File: src/rtl/onehot_rr_arbiter_pkg.sv
// onehot_rr_arbiter_pkg: shared widths, FSM states and helpers for the round-robin one-hot arbiter.
package onehot_arb_pkg;
   localparam int N_REQ = 8;
   localparam int IDX_W = 3;
   typedef enum logic {IDLE, OFFER} state_t;
   function automatic logic [N_REQ-1:0] idx_to_onehot(input logic [IDX_W-1:0] idx);
      return N_REQ'(1) << idx;
   endfunction
endpackage

File: src/rtl/onehot_rr_arbiter_if.sv
// onehot_rr_arbiter_if: request/grant bus between the arbiter (master) and its requesters/encoder (slave).
// The lock signal exists only when ONEHOT_ARB_LOCK_EN is defined.
interface onehot_rr_arbiter_if;
   import onehot_arb_pkg::*;
   logic [N_REQ-1:0] req;
   logic [N_REQ-1:0] gnt;
   logic             gnt_valid;
   logic             gnt_ready;
   logic [IDX_W-1:0] gnt_idx;
   logic             timeout;
`ifdef ONEHOT_ARB_LOCK_EN
   logic             lock;
   modport master (input req, gnt_ready, lock, output gnt, gnt_valid, gnt_idx, timeout);
   modport slave  (output req, gnt_ready, lock, input gnt, gnt_valid, gnt_idx, timeout);
`else
   modport master (input req, gnt_ready, output gnt, gnt_valid, gnt_idx, timeout);
   modport slave  (output req, gnt_ready, input gnt, gnt_valid, gnt_idx, timeout);
`endif
endinterface

File: src/rtl/onehot_rr_arbiter_rr_pick.sv
// rr_pick: combinational round-robin search starting at ptr and descending with wrap.
module rr_pick
   import onehot_arb_pkg::*;
(
   input  logic [N_REQ-1:0] req,
   input  logic [IDX_W-1:0] ptr,
   output logic             any,
   output logic [IDX_W-1:0] win_idx
);
   logic [N_REQ-1:0] rot;
   logic [IDX_W-1:0] pos;
   // rot[7] is req[ptr], rot[6] is req[ptr-1], ... so the highest set bit wins
   always_comb begin
      rot = N_REQ'({req, req} >> ({1'b0, ptr} + 4'd1));
      pos = '0;
      for (int i = 0; i < N_REQ; i++) if (rot[i]) pos = IDX_W'(i);
      any = |req;
      win_idx = ptr + IDX_W'(1) + pos;
   end
endmodule

File: src/rtl/onehot_rr_arbiter.sv
// onehot_rr_arbiter: round-robin arbiter presenting a registered one-hot grant over valid/ready.
// Define ONEHOT_ARB_LOCK_EN to add a lock input that keeps the pointer on the winner at transfer.
module onehot_rr_arbiter
   import onehot_arb_pkg::*;
#(
   parameter int MAX_WAIT = 16
) (
   input logic clk,
   input logic rst_n,
   onehot_rr_arbiter_if.master bus
);
   localparam int CW = (MAX_WAIT > 0) ? $clog2(MAX_WAIT + 1) : 1;
   state_t           state, state_nx;
   logic [IDX_W-1:0] ptr, ptr_nx, win, idx_nx;
   logic [N_REQ-1:0] gnt_nx;
   logic [CW-1:0]    wait_cnt, wait_nx;
   logic             any, valid_nx, to_nx, lk, expire;
   rr_pick u_pick (.req(bus.req), .ptr(ptr), .any(any), .win_idx(win));
`ifdef ONEHOT_ARB_LOCK_EN
   assign lk = bus.lock;
`else
   assign lk = 1'b0;
`endif
   // the stall that would bring wait_cnt to MAX_WAIT aborts the offer
   assign expire = (MAX_WAIT > 0) && (int'(wait_cnt) + 1 >= MAX_WAIT);
   always_comb begin
      state_nx = state;
      ptr_nx = ptr;
      wait_nx = wait_cnt;
      gnt_nx = '0;
      valid_nx = 1'b0;
      idx_nx = '0;
      to_nx = 1'b0;
      if (state == IDLE) begin
         if (any) begin
            state_nx = OFFER;
            gnt_nx = idx_to_onehot(win);
            valid_nx = 1'b1;
            idx_nx = win;
            wait_nx = '0;
         end
      end else if (bus.gnt_ready) begin
         state_nx = IDLE;
         ptr_nx = lk ? bus.gnt_idx : bus.gnt_idx - IDX_W'(1);
      end else if (expire) begin
         state_nx = IDLE;
         ptr_nx = bus.gnt_idx - IDX_W'(1);
         to_nx = 1'b1;
      end else begin
         gnt_nx = bus.gnt;
         valid_nx = 1'b1;
         idx_nx = bus.gnt_idx;
         wait_nx = (int'(wait_cnt) < MAX_WAIT) ? wait_cnt + 1'b1 : wait_cnt;
      end
   end
   always_ff @(posedge clk or negedge rst_n) begin
      if (!rst_n) begin
         state <= IDLE;
         ptr <= '1;
         wait_cnt <= '0;
         bus.gnt <= '0;
         bus.gnt_valid <= 1'b0;
         bus.gnt_idx <= '0;
         bus.timeout <= 1'b0;
      end else begin
         state <= state_nx;
         ptr <= ptr_nx;
         wait_cnt <= wait_nx;
         bus.gnt <= gnt_nx;
         bus.gnt_valid <= valid_nx;
         bus.gnt_idx <= idx_nx;
         bus.timeout <= to_nx;
      end
   end
endmodule

File: src/flat_wrapper.sv
// flat-port wrapper written by rule: the top's interface ports become plain ports
module onehot_rr_arbiter_flat import onehot_arb_pkg::*;
#(
   parameter int MAX_WAIT = 16
)
  (clk, rst_n, bus_req, bus_gnt_ready, bus_gnt, bus_gnt_valid, bus_gnt_idx, bus_timeout);
  onehot_rr_arbiter_if bus_i ();
  input logic clk;
  input logic rst_n;
  input wire logic [$bits(bus_i.req)-1:0] bus_req;
  input wire logic [$bits(bus_i.gnt_ready)-1:0] bus_gnt_ready;
  output wire logic [$bits(bus_i.gnt)-1:0] bus_gnt;
  output wire logic [$bits(bus_i.gnt_valid)-1:0] bus_gnt_valid;
  output wire logic [$bits(bus_i.gnt_idx)-1:0] bus_gnt_idx;
  output wire logic [$bits(bus_i.timeout)-1:0] bus_timeout;
  assign bus_i.req = bus_req;
  assign bus_i.gnt_ready = bus_gnt_ready;
  assign bus_gnt = bus_i.gnt;
  assign bus_gnt_valid = bus_i.gnt_valid;
  assign bus_gnt_idx = bus_i.gnt_idx;
  assign bus_timeout = bus_i.timeout;
  onehot_rr_arbiter #(.MAX_WAIT(MAX_WAIT)) u_core (.clk(clk), .rst_n(rst_n), .bus(bus_i));
endmodule
File: config.mk
export PLATFORM = sky130hd
export DESIGN_NAME = onehot_rr_arbiter_flat
export DESIGN_NICKNAME = d
export VERILOG_FILES = /design/src/rtl/onehot_rr_arbiter_pkg.sv /design/src/rtl/onehot_rr_arbiter_if.sv /design/src/rtl/onehot_rr_arbiter_rr_pick.sv /design/src/rtl/onehot_rr_arbiter.sv /design/src/flat_wrapper.sv
export SDC_FILE = /design/constraint.sdc
export NUM_CORES = 1
export LEC_CHECK = 0
export ABC_AREA = 1
export CAP_MARGIN = 20
export CORE_ASPECT_RATIO = 1.1
export CORE_MARGIN = 4
export CORE_UTILIZATION = 48
export DETAILED_ROUTE_END_ITERATION = 12
export GPL_ROUTABILITY_DRIVEN = 0
export PLACE_DENSITY = 0.73
export SKIP_LAST_GASP = 1
export SYNTH_ARGS = -nofsm -noshare
export SYNTH_HDL_FRONTEND = slang
export SYNTH_SLANG_ARGS = --single-unit
File: constraint.sdc
create_clock -name clk -period 3.8 [get_ports clk]
set_clock_uncertainty 0.2 [all_clocks]
set_input_delay 0.76 -clock clk [delete_from_list [all_inputs] [get_ports clk]]
set_output_delay 0.76 -clock clk [all_outputs]
set_load 0.03 [all_outputs]
# == After elaboration in Yosys (flattened, before gate mapping) ==
# Cells that the tools add are included.
# word_totals
inputBits,11
register_bits,21
# classes
shifts,2
muxes,29
n_addsub,6
reduce_logical,5
n_lt_le_gt_ge,2
eq_ne,4
# ops
cell,count
2-to-1 mux 3 bit,12
>= comparator 32 x 6 -> 1 bit (second input constant),1
2-to-1 mux 8 bit,4
2-to-1 mux 5 bit,5
>> shifter 16 x 4 -> 8 bit,1
2-to-1 mux 1 bit,8
OR reduction 8 bit,1
left shift 1 x 3 -> 8 bit (first input constant),1
adder 5 x 1 -> 6 bit (second input constant),1
!= test 2 bit (second input constant),3
adder 5 x 1 -> 5 bit (second input constant),1
less-than comparator 5 bit (second input constant),1
adder 3 x 1 -> 4 bit (second input constant),1
AND reduction 4 bit,1
nonzero test 2 bit,2
adder 3 x 1 -> 3 bit (second input constant),1
adder 3 bit,1
!= test 3 bit (second input constant),1
subtractor 3 x 1 -> 3 bit (second input constant),1
AND reduction 2 bit,1

# == Depth between registers and ports, before layout ==
# logic_depth
ltp_word,13
mapped_depth,20

# == By module ==
# From an unflattened synthesis, not the netlist that was laid out.
# unflattened
cells_unflattened,206
area_unflattened_um2,1466.4
# by_module_without_submodules
module,area_per_inst_um2,cells_each,seq_area_each_um2,instances
onehot_rr_arbiter,1008.5,117,529.3,1
rr_pick,457.9,89,0.0,1

# == Worst setup path after synthesis ==
# No wires, ideal clock.
# synth_timing
path_kind,input to register
from,in bus_req[6]
to,reg u_core.bus.gnt[5]
t_required_ns,3.482
n_path_buf,0
cell_stages,18
arrival_ns,2.491
setup_slack_ns,0.992
setup_ns,0.118
path_cell_list,nand2_1 > nand3_1 > nand2_1 > nand2_1 > nand2_1 > nand2_1 > nand2_1 > nand2_1 > a21oi_1 > nor2_1 > ha_1 > fa_1 > xor2_1 > inv_1 > nand3_2 > nand2_4 > nand3_1 > nand2_1
# synth_between
elab_chain_cells,12
word_cells_on_any_way,13
classes_between,1 x add/sub; 2 x shift; 9 x mux; 1 x reduce/logical
# synth_rtl
item,line,rtl
from (decl),flat_wrapper.sv:10,input wire logic [$bits(bus_i.req)-1:0] bus_req;
>> shifter 16 x 4 -> 8 bit,onehot_rr_arbiter_rr_pick.sv:14,"rot = N_REQ'({req, req} >> ({1'b0, ptr} + 4'd1));"
2-to-1 mux 1 bit,onehot_rr_arbiter_rr_pick.sv:16,for (int i = 0; i < N_REQ; i++) if (rot[i]) pos = IDX_W'(i);
2-to-1 mux 3 bit (6 in series),onehot_rr_arbiter_rr_pick.sv:16,
adder 3 bit,onehot_rr_arbiter_rr_pick.sv:18,win_idx = ptr + IDX_W'(1) + pos;
left shift 1 x 3 -> 8 bit,onehot_rr_arbiter_pkg.sv:7,return N_REQ'(1) << idx;
2-to-1 mux 8 bit *,onehot_rr_arbiter.sv:35,if (any) begin
2-to-1 mux 8 bit *,onehot_rr_arbiter.sv:34,if (state == IDLE) begin
to (signal assigned),onehot_rr_arbiter.sv:69,bus.gnt <= gnt_nx;
to (decl),onehot_rr_arbiter_if.sv:16,"modport master (input req, gnt_ready, output gnt, gnt_valid, gnt_idx, timeout);"
# Every way passes the cells marked *; elsewhere a longest branch is shown, timed or not.
# A chain may end at the register's enable or synchronous reset.

# == Final worst setup path ==
# layout_timing
from,in bus_req[6]
to,reg u_core.bus.gnt[7]
# Same word-level chain as after synthesis.

==> out/results.tsv <==
stage	metric	value	unit
status	status	completed	
grt	grt_pass1_wl	5430	um
grt	antenna_found_initial	0	
setup_path	cp_max_fo	9	
placed_design	placed_area	1670	um2
clock_network	cts_tree	done	
sta	post-route-period-util	0.843	
synthesis	yosysSeqAreaShare	0.368	
sta	hold_violations	0	
power	leakagePower	0.824	nW
synthesis	synthDistinctLibCells	30	
sta	fin_crit	3.20	ns
floorplan	row_count	20	
synthesis	yosys-top-cells-area	dfrtp_1 31%, nand2_1 16%, nand3_1 9.8%	
drt	dr.pass1.iters	4	
grt	grt_overflow	0	
setup_path	rr_worst_depth	19	
drt	totalWireLength	3040	um
sta	worst_pin_slew	0.900	ns
synthesis	syn-num-nets	204	
drt	ant_nets	0	
worst_hold_path	min_path_type	flop to flop	
floorplan	io_pins	24	
placed_design	numPortBuffers	23	
setup_path	crit_path_cell_trace	clkdlybuf4s50_1 > nand2_1 > nand3_1 > nand2_1 > nand2_1 > nand2_1 > nand2_1 > nand2_1 > nand2_1 > a21oi_1 > nor2_1 > ha_1 > fa_1 > xor2_1 > inv_1 > nand3_2 > nand2_4 > nand3_1 > nand2_1	
floorplan	initial_core_util	0.508	
finish	layout.nets	228	
setup_path	worstSetupStartpoint	bus_req[6]	
synthesis	avgSynthCellArea	7.60	um2
grt	track_usage	0.177	
setup_path	r2r_start	u_core.ptr[0]	
placed_design	dpl.hpwl	2400	um
finish	fill_cells	265	
drt	first_iter_violations	55	
finish	syn2layout_area_growth	18.1	%
run	drv_cap	0	
drt	vias	1275	
sta	drv_slew	0	
clock_network	clk_pin_slew	0.11	ns
worst_hold_path	hp-start	u_core.bus.gnt[5]	
setup_path	startpoint_type	input pin	
setup_path	path_common_cell	nand2_1	
synthesis	synthCells	189	
drt	wire_per_inst	12.4	um
clock_network	ctsResizeCount	0	
setup_path	r2r_slack	0.79	ns
clock_network	clock_latency	0.31	ns
drt	viasPerCell	5.20	
finish	num_antenna_cells	0	
synthesis	yosysTopAreaCell	dfrtp_1	
synthesis	ys_seq_elements	21	
sta	fmax	312	MHz
floorplan	die_x	60.2	um
clock_network	cts_buffers	3	
grt	grt_max_degree	22	
power	power-per-cell-area	936	nW/um2
setup_path	critical_path_arrival	3.20	ns
finish	drive_gt1_frac	0.170	
floorplan	die_h	65.4	um
finish	stdcell_area	1700	um2
setup_path	crit_path_top_delay_cell	clkdlybuf4s50_1	
sta	grt_setup_unrepaired	false	
sta	setup_tns	0	ns
clock_network	cts_buffer_depth	2	
grt	grt_pass1_vias	1294	
power	power	1.59	mW
finish	seqCellArea	529	um2
sta	whs	0.299	ns
clock_network	root_buffer	clkbuf_4	
clock_network	cts_sinks	21	
sta	timing.slew.headroom	0.398	
setup_path	r2r-end	u_core.bus.gnt[7]	
clock_network	postCtsHoldBufs	0	
synthesis	synth_top_area_frac	0.314	
setup_path	cp.required	3.80	ns
clock_network	post-cts-setup-buffers	0	
clock_network	htreeDepth	1	
finish	multi_input_comb_area	788	um2
setup_path	endpoint	u_core.bus.gnt[7]	
sta	setup_violations	0	
setup_path	worst-setup-path-type	input pin to flop	
floorplan	fp.coreArea	2830	um2
power	ir_drop	592	uV
setup_path	cp-end-kind	flop	
synthesis	yosysWarnings	0	
floorplan	dieArea	3930	um2
drt	drcViolationCount	0	
synthesis	synth_area	1440	um2
setup_path	max_stage_delay	0.47	ns
-- Yosys cell counts --
master and n:
nor3_1 2, or2_0 1, nand2_2 10, inv_8 1, ha_1 3, xor2_1 1
o21ai_4 1, o21ai_1 3, buf_2 1, dfrtp_1 18, a21oi_1 4, o21ai_0 3
nand2_4 1, nor2_4 3, nand4_1 1, dfstp_2 3, a21oi_2 1, nand2_1 62
nand3_1 28, o22ai_1 2, xnor2_1 1, a21boi_0 1, inv_6 1, nand3_2 5
o21ai_2 4, fa_1 1, buf_6 3, nor2_1 8, inv_2 2, inv_1 14
-- sequential cells by signal (all words and copies together) (netlist names) --
signal                flops
u_core.bus.gnt_idx        3
u_core.bus.gnt_valid      1
u_core.wait_cnt           5
u_core.bus.timeout        1
u_core.ptr                3
u_core.bus.gnt            8
-- layout by cell type (no fill, tap or decap), types with 2 or more instances in the layout --
cell / synthesis / final
nand2_2: 10 / 10
a21oi_1: 4 / 4
clkbuf_4: 0 / 3
o22ai_1: 2 / 2
o21ai_0: 3 / 3
nor3_1: 2 / 2
nand3_1: 28 / 28
inv_2: 2 / 2
o21ai_1: 3 / 3
nand2_1: 62 / 62
inv_1: 14 / 14
clkdlybuf4s50_1: 0 / 23
o21ai_2: 4 / 4
ha_1: 3 / 3
nor2_1: 8 / 8
dfstp_2: 3 / 3
nor2_4: 3 / 3
nand3_2: 5 / 5
dfrtp_1: 18 / 18
-- final cells by class --
| cell class | instances | area share |
|---|---|---|
| clock buffers | 3 | 0.0133 |
| flip-flops and latches | 21 | 0.312 |
| well taps | 33 | 0.0243 |
| multi-input cells | 146 | 0.465 |
| clock inverters | 1 | 0.00295 |
| repair buffers | 23 | 0.136 |
| inverters | 18 | 0.0472 |
-- worst max-delay path: cells and delay by family --
kind,cells,cell delay [ns]
and+or+nand+nor,13,1.02
AOI/OAI and AO/OA,1,0.11
xor gates and xnor gates,1,0.20
buffers and inverters,2,0.55
adders and majority gates,2,0.56
-- stage by stage --
stage	utilization	instances	setup WS (ns)
after floorplan	-	189	0.992
after global placement	0.590	241	0.348
after detailed placement	0.590	241	0.286
after CTS	0.600	245	0.608
after global routing	0.600	245	0.334
final	0.600	245	0.596
-- how the worst min path moves through the flow --
| stage | end | slack [ns] | cells past startpoint |
|---|---|---|---|
| final | u_core.bus.gnt[5] | 0.30 | 2 |
| after global routing | u_core.ptr[0] | 0.33 | 1 |
| after CTS | u_core.bus.gnt[5] | 0.30 | 2 |
| after detailed placement | u_core.bus.gnt[5] | 0.26 | 2 |
| after global placement | u_core.ptr[0] | 0.26 | 1 |
| after floorplan | u_core.bus.gnt[0] | 0.26 | 0 |
-- kinds of logic after synthesis --
family,count (synthesis),synth area share
XOR/XNOR,2,0.0122
AND/OR/NAND/NOR,121,0.406
buffers and inverters,22,0.0827
AO/OA/AOI/OAI,19,0.0906
adder cells (fa/ha/maj),4,0.0401
flip-flops,21,0.368
-- layer usage --
metal  wire (um)  GRT usage  vias up
met4          30     0.0665        0
li1            -          -      654
met1        1470      0.237      581
met2        1380      0.280       37
met5           0          0        -
met3         151     0.0354        3
-- power by group --
group | switching, mW | leakage [nW] | total (mW) | internal [mW]
registers | 0.102 | 0.272 | 0.407 | 0.306
clock network | 0.0678 | 0.0177 | 0.107 | 0.0393
logic | 0.688 | 0.534 | 1.07 | 0.385
Note: power is estimated with default switching activity, not from simulation.
